**src/rtl/pwm_duty_meter.sv**
```systemverilog
// pwm_duty_meter: measures the period, high time and 10-bit duty of an asynchronous PWM input.
// Duty comes from an 11-step restoring divider; a stuck input is reported after TIMEOUT cycles.
module pwm_duty_meter #(
  parameter logic [31:0] TIMEOUT = 32'd200_000
) (
  input  logic        clk,
  input  logic        rst,
  input  logic        pwm_in,
  output logic [31:0] period,
  output logic [31:0] high_time,
  output logic [9:0]  duty,
  output logic        valid,
  output logic        stuck,
  output logic        overrun
);

  typedef enum logic [1:0] {
    IDLE = 2'd0,
    HIGH = 2'd1,
    LOW  = 2'd2
  } state_t;

  state_t      state, state_nxt;
  logic        sync_ff, s, s_d;
  logic        rise, fall;
  logic [31:0] cnt, cnt_inc, hcnt;
  logic        timeout, start, close, load;

  logic        busy;
  logic [3:0]  step;
  logic [31:0] div_p, div_h, rem;
  logic [10:0] dsr;
  logic [9:0]  quo;
  logic [32:0] rem_sh, rem_diff;
  logic        q_bit, last, free;
  logic [10:0] quo_nxt;

  assign rise    = s & ~s_d;
  assign fall    = ~s & s_d;
  assign cnt_inc = (cnt == 32'hFFFF_FFFF) ? cnt : cnt + 32'd1;
  assign timeout = (state != IDLE) && !rise && (cnt == TIMEOUT - 32'd1);
  assign start   = (state == IDLE) && rise;
  assign close   = (state == LOW) && rise;

  // One restoring step: shift the next dividend bit in, subtract when the borrow is clear.
  assign rem_sh   = {rem, dsr[10]};
  assign rem_diff = rem_sh - {1'b0, div_p};
  assign q_bit    = ~rem_diff[32];
  assign quo_nxt  = {quo, q_bit};
  assign last     = busy && (step == 4'd1);
  assign free     = !busy || last;
  assign load     = close && free;

  always_comb begin
    // NOTE: default first so every path assigns state_nxt and no latch is inferred.
    state_nxt = state;
    case (state)
      IDLE:    if (rise) state_nxt = HIGH;
      HIGH:    if (timeout) state_nxt = IDLE;
               else if (fall) state_nxt = LOW;
      LOW:     if (rise) state_nxt = HIGH;
               else if (timeout) state_nxt = IDLE;
      default: state_nxt = IDLE;
    endcase
  end

  always_ff @(posedge clk) begin
    if (rst) begin
      sync_ff   <= 1'b0;
      s         <= 1'b0;
      s_d       <= 1'b0;
      state     <= IDLE;
      cnt       <= '0;
      hcnt      <= '0;
      busy      <= 1'b0;
      step      <= '0;
      div_p     <= '0;
      div_h     <= '0;
      rem       <= '0;
      dsr       <= '0;
      quo       <= '0;
      period    <= '0;
      high_time <= '0;
      duty      <= '0;
      valid     <= 1'b0;
      stuck     <= 1'b0;
      overrun   <= 1'b0;
    end else begin
      // NOTE: non-blocking assignments so every register samples pre-edge values.
      sync_ff <= pwm_in;
      s       <= sync_ff;
      s_d     <= s;
      state   <= state_nxt;
      valid   <= 1'b0;
      overrun <= close && !free;

      if (rise || state_nxt == IDLE) cnt <= '0;
      else                           cnt <= cnt_inc;

      if (state == HIGH && fall) hcnt <= cnt_inc;

      if (timeout) begin
        busy      <= 1'b0;
        stuck     <= 1'b1;
        period    <= '0;
        high_time <= '0;
        duty      <= s ? 10'h3FF : 10'h000;
        valid     <= 1'b1;
      end else begin
        if (busy) begin
          rem  <= q_bit ? rem_diff[31:0] : rem_sh[31:0];
          dsr  <= {dsr[9:0], 1'b0};
          quo  <= quo_nxt[9:0];
          step <= step - 4'd1;
        end
        if (last) begin
          busy      <= 1'b0;
          period    <= div_p;
          high_time <= div_h;
          duty      <= quo_nxt[10] ? 10'h3FF : quo_nxt[9:0];
          valid     <= 1'b1;
        end
        // h <= p, so the quotient bits above bit 10 are zero and h>>1 is the starting remainder.
        if (load) begin
          busy  <= 1'b1;
          step  <= 4'd11;
          div_p <= cnt_inc;
          div_h <= hcnt;
          rem   <= {1'b0, hcnt[31:1]};
          dsr   <= {hcnt[0], 10'b0};
          quo   <= '0;
        end
        if (start) stuck <= 1'b0;
      end
    end
  end

endmodule

```
**config.mk**
```make
export PLATFORM = sky130hd
export DESIGN_NAME = pwm_duty_meter
export DESIGN_NICKNAME = d
export VERILOG_FILES = /design/src/rtl/pwm_duty_meter.sv
export SDC_FILE = /design/constraint.sdc
export NUM_CORES = 1
export LEC_CHECK = 0
export CAP_MARGIN = 10
export CORE_AREA = 5 5 142 144
export DETAILED_ROUTE_END_ITERATION = 10
export DIE_AREA = 0 0 147 149
export PLACE_DENSITY = 0.84
export SLEW_MARGIN = 15
export SYNTH_ARGS = -nofsm -noshare
export SYNTH_HDL_FRONTEND = slang
export SYNTH_SLANG_ARGS = --single-unit
```
**constraint.sdc**
```tcl
create_clock -name clk -period 7.1 [get_ports clk]
set_input_delay 1.065 -clock clk [delete_from_list [all_inputs] [get_ports clk]]
set_output_delay 1.065 -clock clk [all_outputs]
set_load 0.05 [all_outputs]
```
Word level (Yosys, flattened, before mapping)
Cells that the tools add are included.
{"block": "totals", "ff_bits": 268, "latchBits": 0, "ramBits": 0, "mem_bits_ro": 0, "input_bits": 3, "out_inout_bits": 77, "elab_cells": 83, "n_memories": 0}
{"block": "classes", "addsub": 3, "multipliers": 0, "div_mod_pow": 0, "order_cmp": 0, "eq_ne": 5, "shift": 0, "muxes": 26, "bitwise_logic": 6, "reduce_logical": 24}
{"cell": "two-way mux 32 bit", "count": 4}
{"cell": "two-way mux 10 bit", "count": 6}
{"cell": "subtractor 33 x 32 -> 33 bit", "count": 1}
{"cell": "adder 32 x 1 -> 32 bit, second input constant", "count": 1}
{"cell": "== test 32 x 18 -> 1 bit, second input constant", "count": 1}
{"cell": "== test 32 bit, second input constant", "count": 1}
{"cell": "two-way mux 11 bit", "count": 2}
{"cell": "two-way mux 2 bit", "count": 5}
{"cell": "nonzero test 2 bit", "count": 5}
{"cell": "logical AND 1 bit", "count": 8}
{"cell": "two-way mux 4 bit", "count": 2}
{"cell": "two-way mux 1 bit", "count": 6}
{"cell": "one-hot mux 2 bit (3 select lines)", "count": 1}
{"cell": "== test 4 x 1 -> 1 bit, second input constant", "count": 1}
{"cell": "zero test 2 bit", "count": 2}
{"cell": "inverter 1 bit", "count": 4}
{"cell": "AND reduction 2 bit", "count": 2}
{"cell": "OR reduction 2 bit", "count": 2}
{"cell": "subtractor 4 x 1 -> 4 bit, second input constant", "count": 1}
{"cell": "zero test 1 bit", "count": 3}
{"cell": "AND 1 bit", "count": 2}
{"cell": "== test 2 x 1 -> 1 bit, second input constant", "count": 1}
{"cell": "== test 2 bit, second input constant", "count": 1}
{"cell": "logical OR 1 bit", "count": 2}

Depth between registers and ports, before layout
{"block": "logic_depth", "word_depth": 11, "mapped_depth": 14, "mapped_depth_nobuf": 12}

Worst setup path after synthesis
No wires, ideal clock.
{"block": "synth_path", "kind": "register -> register", "from": "register dsr[10]", "to": "register rem[27]", "setup_time_ns": 0.088, "arrival_time_ns": 3.122, "required_time_ns": 7.012, "slack_ns": 3.889, "path_stages_with_launch": 14, "path_buffers": 1, "period_less_slack_ns": 3.211, "path_cell_list": "dfxtp_1 inv_1 ha_1 fa_1 nand2b_1 a21oi_2 o2111ai_4 a2111oi_4 o2111a_2 or3_1 buf_6 nand2_4 or4_1 a311oi_2"}
{"block": "synth_via", "elab_chain_cells": 4}
{"item": "start: declaration", "line_no": "32", "rtl": "logic [10:0] dsr;"}
{"item": "start signal: assignment", "line_no": "112", "rtl": "dsr <= {dsr[9:0], 1'b0};"}
{"item": "start signal: assignment", "line_no": "130", "rtl": "dsr <= {hcnt[0], 10'b0};"}
{"item": "subtractor 33 x 32 -> 33 bit", "line_no": "47", "rtl": "assign rem_diff = rem_sh - {1'b0, div_p};"}
{"item": "two-way mux 32 bit", "line_no": "111", "rtl": "rem <= q_bit ? rem_diff[31:0] : rem_sh[31:0];"}
{"item": "two-way mux 32 bit", "line_no": "110", "rtl": "if (busy) begin"}
{"item": "two-way mux 32 bit", "line_no": "124", "rtl": "if (load) begin"}
{"item": "end signal: assignment", "line_no": "111"}
{"item": "end signal: assignment", "line_no": "129", "rtl": "rem <= {1'b0, hcnt[31:1]};"}
{"item": "end: declaration", "line_no": "31", "rtl": "logic [31:0] div_p, div_h, rem;"}
Every way passes these cells. The select of a mux whose other input is x is not followed.
A chain may end at the register's enable or synchronous reset.

Worst setup path after layout
{"block": "layout_path", "from": "register dsr[10]", "to": "register rem[13]"}
Same word-level chain as after synthesis.

==> impl_metrics.json <==
{
  "status": "completed",
  "crit_buf_inv": 3,
  "cpMaxStageDelayCell": "nor2_1",
  "fin_ws_ps": 3238,
  "setup.worst_path.start_class": "flop",
  "p_leak_nw": 4.629,
  "root_buffer": "clkbuf_16",
  "max-slew-margin-rel_pct": 19.22,
  "finClkSkew_ps": 10.96,
  "wl_per_cell_um": 17.98,
  "tightest_slew_ps": 1212,
  "hold_depth": 1,
  "setup_violations": 0,
  "cts_tree": "yes",
  "dpl.cell_count": 1681,
  "fillers": 1486,
  "powerDensity_nw_per_um2": 219.3,
  "synthTopCellsByCount": "273 x nand2_1, 258 x dfxtp_1, 162 x a21oi_1",
  "rrSetupSlack_ps": 3240,
  "ctsHoldBuffers": 0,
  "endpoint_kind": "flop",
  "finish.utilization_pct": 72.28,
  "track_usage_pct": 27.85,
  "synth_top_cell_by_area": "dfxtp_1",
  "synthToLayoutAreaGrowth_pct": 14.61,
  "grt_max_degree": 75,
  "io-pin-count": 80,
  "grt_setup_unrepaired": "false",
  "crit_required_ps": 7510,
  "gp_congestion": 0.9433,
  "critPathMaxFanout": 16,
  "whs_endpoint": "s",
  "antenna_found_initial": 0,
  "cts_buffers": 26,
  "netlist_instances": 1451,
  "synth-seq-area-share_pct": 44.08,
  "worstHoldPathType": "reg2reg",
  "cpPeakStageDelay_ps": 490,
  "design_area_um2": 13430,
  "synth_top_area_share_pct": 44.08,
  "post_dp_cell_area_um2": 12550,
  "r2r_cells": 14,
  "path_class": "reg2reg",
  "io_buffers": 79,
  "synth_warnings": 0,
  "wl_um": 31060,
  "netlist_area_um2": 11720,
  "drtAntennaViolNets": 0,
  "ys_ff_latch": 258,
  "grt-ovfl-total": 0,
  "crit_chain": "inv_1 > ha_1 > fa_1 > nand2b_1 > a21oi_2 > o2111ai_4 > a2111oi_4 > o2111a_2 > nor3_1 > buf_4 > nor2_1 > buf_4 > nor3_1 > o41ai_1",
  "initial_core_util_pct": 63.06,
  "finalHoldViolCount": 0,
  "placementRows": 50,
  "setup_tns_ps": 0,
  "final_cells": 1728,
  "clk_pin_slew_ps": 70,
  "ys.flop_type": "dfxtp_1",
  "n_antenna_cell": 0,
  "seq_area_um2": 5165,
  "dieArea_um2": 21900,
  "die_w_um": 147,
  "drt_iter0_drc": 793,
  "syn_area_per_cell_um2": 8.075,
  "synthArstFlopShare_pct": 0,
  "place_ws_ps": 2935,
  "grt_pass1_vias": 9997,
  "cts_buffer_depth": 3,
  "synth_cell_types": 74,
  "drive_gt1_share_pct": 5.556,
  "cts_resized": 0,
  "htreeDepth": 1,
  "grt_pass1_wl_um": 50650,
  "max_cap_viol_count": 0,
  "synthTopCellsByArea": "dfxtp_1 44%, nand2_1 8.7%, a21oi_1 6.9%",
  "crit_family": "compound AO/OA/AOI/OAI gates",
  "finalMaxSlewViolations": 0,
  "fmax_mhz": 258.9,
  "synth_edf_count": 0,
  "syn_nets": 1490,
  "vias": 10517,
  "fin_nets": 1514,
  "insertion_delay_ps": 530,
  "drc": 0,
  "period_minus_slack_ps": 3862,
  "multi_input_area_um2": 6032,
  "core_area_um2": 18580,
  "postCtsSetupRepairBufs": 0,
  "crit_arrival_ps": 4270,
  "cts.sinks": 258,
  "via_per_inst": 6.086,
  "dp_hpwl_um": 21430,
  "hp-start": "sync_ff",
  "r2r-start": "dsr[10]",
  "first_pass_iters": 5,
  "yosysMostFrequentCell": "nand2_1",
  "layout_worst_path_cycle_share_pct": 54.40,
  "r2r_end": "rem[13]",
  "ir_drop_mv": 0.1878,
  "die_h_um": 149
}
layout by cell type (no fill, tap or decap), types with 5 or more instances in the layout:
| cell type | netlist | layout |
|---|---|---|
| a2111oi_0 | 6 | 6 |
| nor2b_1 | 12 | 12 |
| a21oi_1 | 162 | 160 |
| or3_1 | 12 | 12 |
| a21o_1 | 11 | 11 |
| and2_1 | 7 | 6 |
| xnor2_1 | 29 | 29 |
| dfxtp_1 | 258 | 258 |
| and3_1 | 14 | 13 |
| a211oi_1 | 61 | 61 |
| nand4_1 | 12 | 12 |
| mux2i_1 | 5 | 5 |
| xor2_1 | 27 | 27 |
| nor3_1 | 31 | 31 |
| clkbuf_8 | 0 | 5 |
| nand2_1 | 273 | 272 |
| clkbuf_16 | 0 | 27 |
| a311oi_1 | 5 | 5 |
| o221ai_1 | 6 | 6 |
| nor2_1 | 120 | 120 |
| buf_4 | 0 | 15 |
| inv_1 | 43 | 43 |
| clkinv_2 | 0 | 6 |
| o41ai_1 | 10 | 10 |
| o211ai_1 | 14 | 14 |
| a31oi_1 | 6 | 6 |
| o21ai_0 | 54 | 54 |
| nand2b_1 | 14 | 14 |
| nor4_1 | 7 | 7 |
| clkdlybuf4s50_1 | 0 | 78 |
| ha_1 | 35 | 35 |
| nand3_1 | 47 | 45 |
state kept, by name, indices dropped and copies added (netlist names):
register,count
step,4
s,1
rem,32
valid,1
busy,1
s_d,1
stuck,1
sync_ff,1
period,32
dsr,1
div_h,32
duty,10
cnt,32
state,2
overrun,1
quo,10
hcnt,32
high_time,32
div_p,32
layout make-up:
type                    count  area share [%]
multi-input cells        1052           44.92
repair buffers             93           6.652
flip-flops and latches    258           38.46
clock inverters            12          0.9317
well taps                 234           2.180
inverters                  44           1.230
clock buffers              35           5.628
per-stage QoR:
step / hold slack [ps] / total power, mW
6_report: 448.0 / 2.945
5_1_grt: 455.2 / 3.035
4_1_cts: 447.7 / 2.956
3_5_place_dp: 427.2 / 1.580
3_3_place_gp: 428.4 / 1.578
2_1_floorplan: 413.8 / 1.559
where the power goes:
group | switching, mW | internal [mW] | total, mW
combinational | 0.0657 | 0.0281 | 0.0938
sequential | 0.00493 | 1.45 | 1.46
clock | 0.574 | 0.822 | 1.40
kinds of logic (layout without fill, tap and decap cells):
kind of cell             count (synthesis)  in the layout  synth area share [%]
XOR/XNOR                                56             56                 4.186
buffers and inverters                  141            184                 4.698
AO/OA/AOI/OAI                          384            384                 20.98
adder cells (fa/ha/maj)                 37             37                 3.994
AND/OR/NAND/NOR                        567            567                 21.35
flip-flops                             258            258                 44.08
multiplexers                             8              8                0.7154
how the worst max path moves through the flow:
stage	from	endpoint	slack, ps	cells after the start
global placement	rst	period[19]	2990	5
global route	dsr[10]	rem[26]	2940	14
floorplan	dsr[10]	rem[27]	3890	13
finish	dsr[10]	rem[13]	3240	14
CTS	dsr[10]	rem[13]	3240	14
detailed placement	rst	high_time[5]	2930	5
routing by layer:
layer	track usage, %	part of all wire (%)	vias up	routed length, µm
met5	0	0	-	0
met1	34.28	42	4965	12980
met2	49.23	49	347	15180
met3	3.555	4.9	88	1521
met4	11.98	4.4	0	1375
li1	-	-	5117	-
Note: power is estimated with default switching activity, not from simulation.
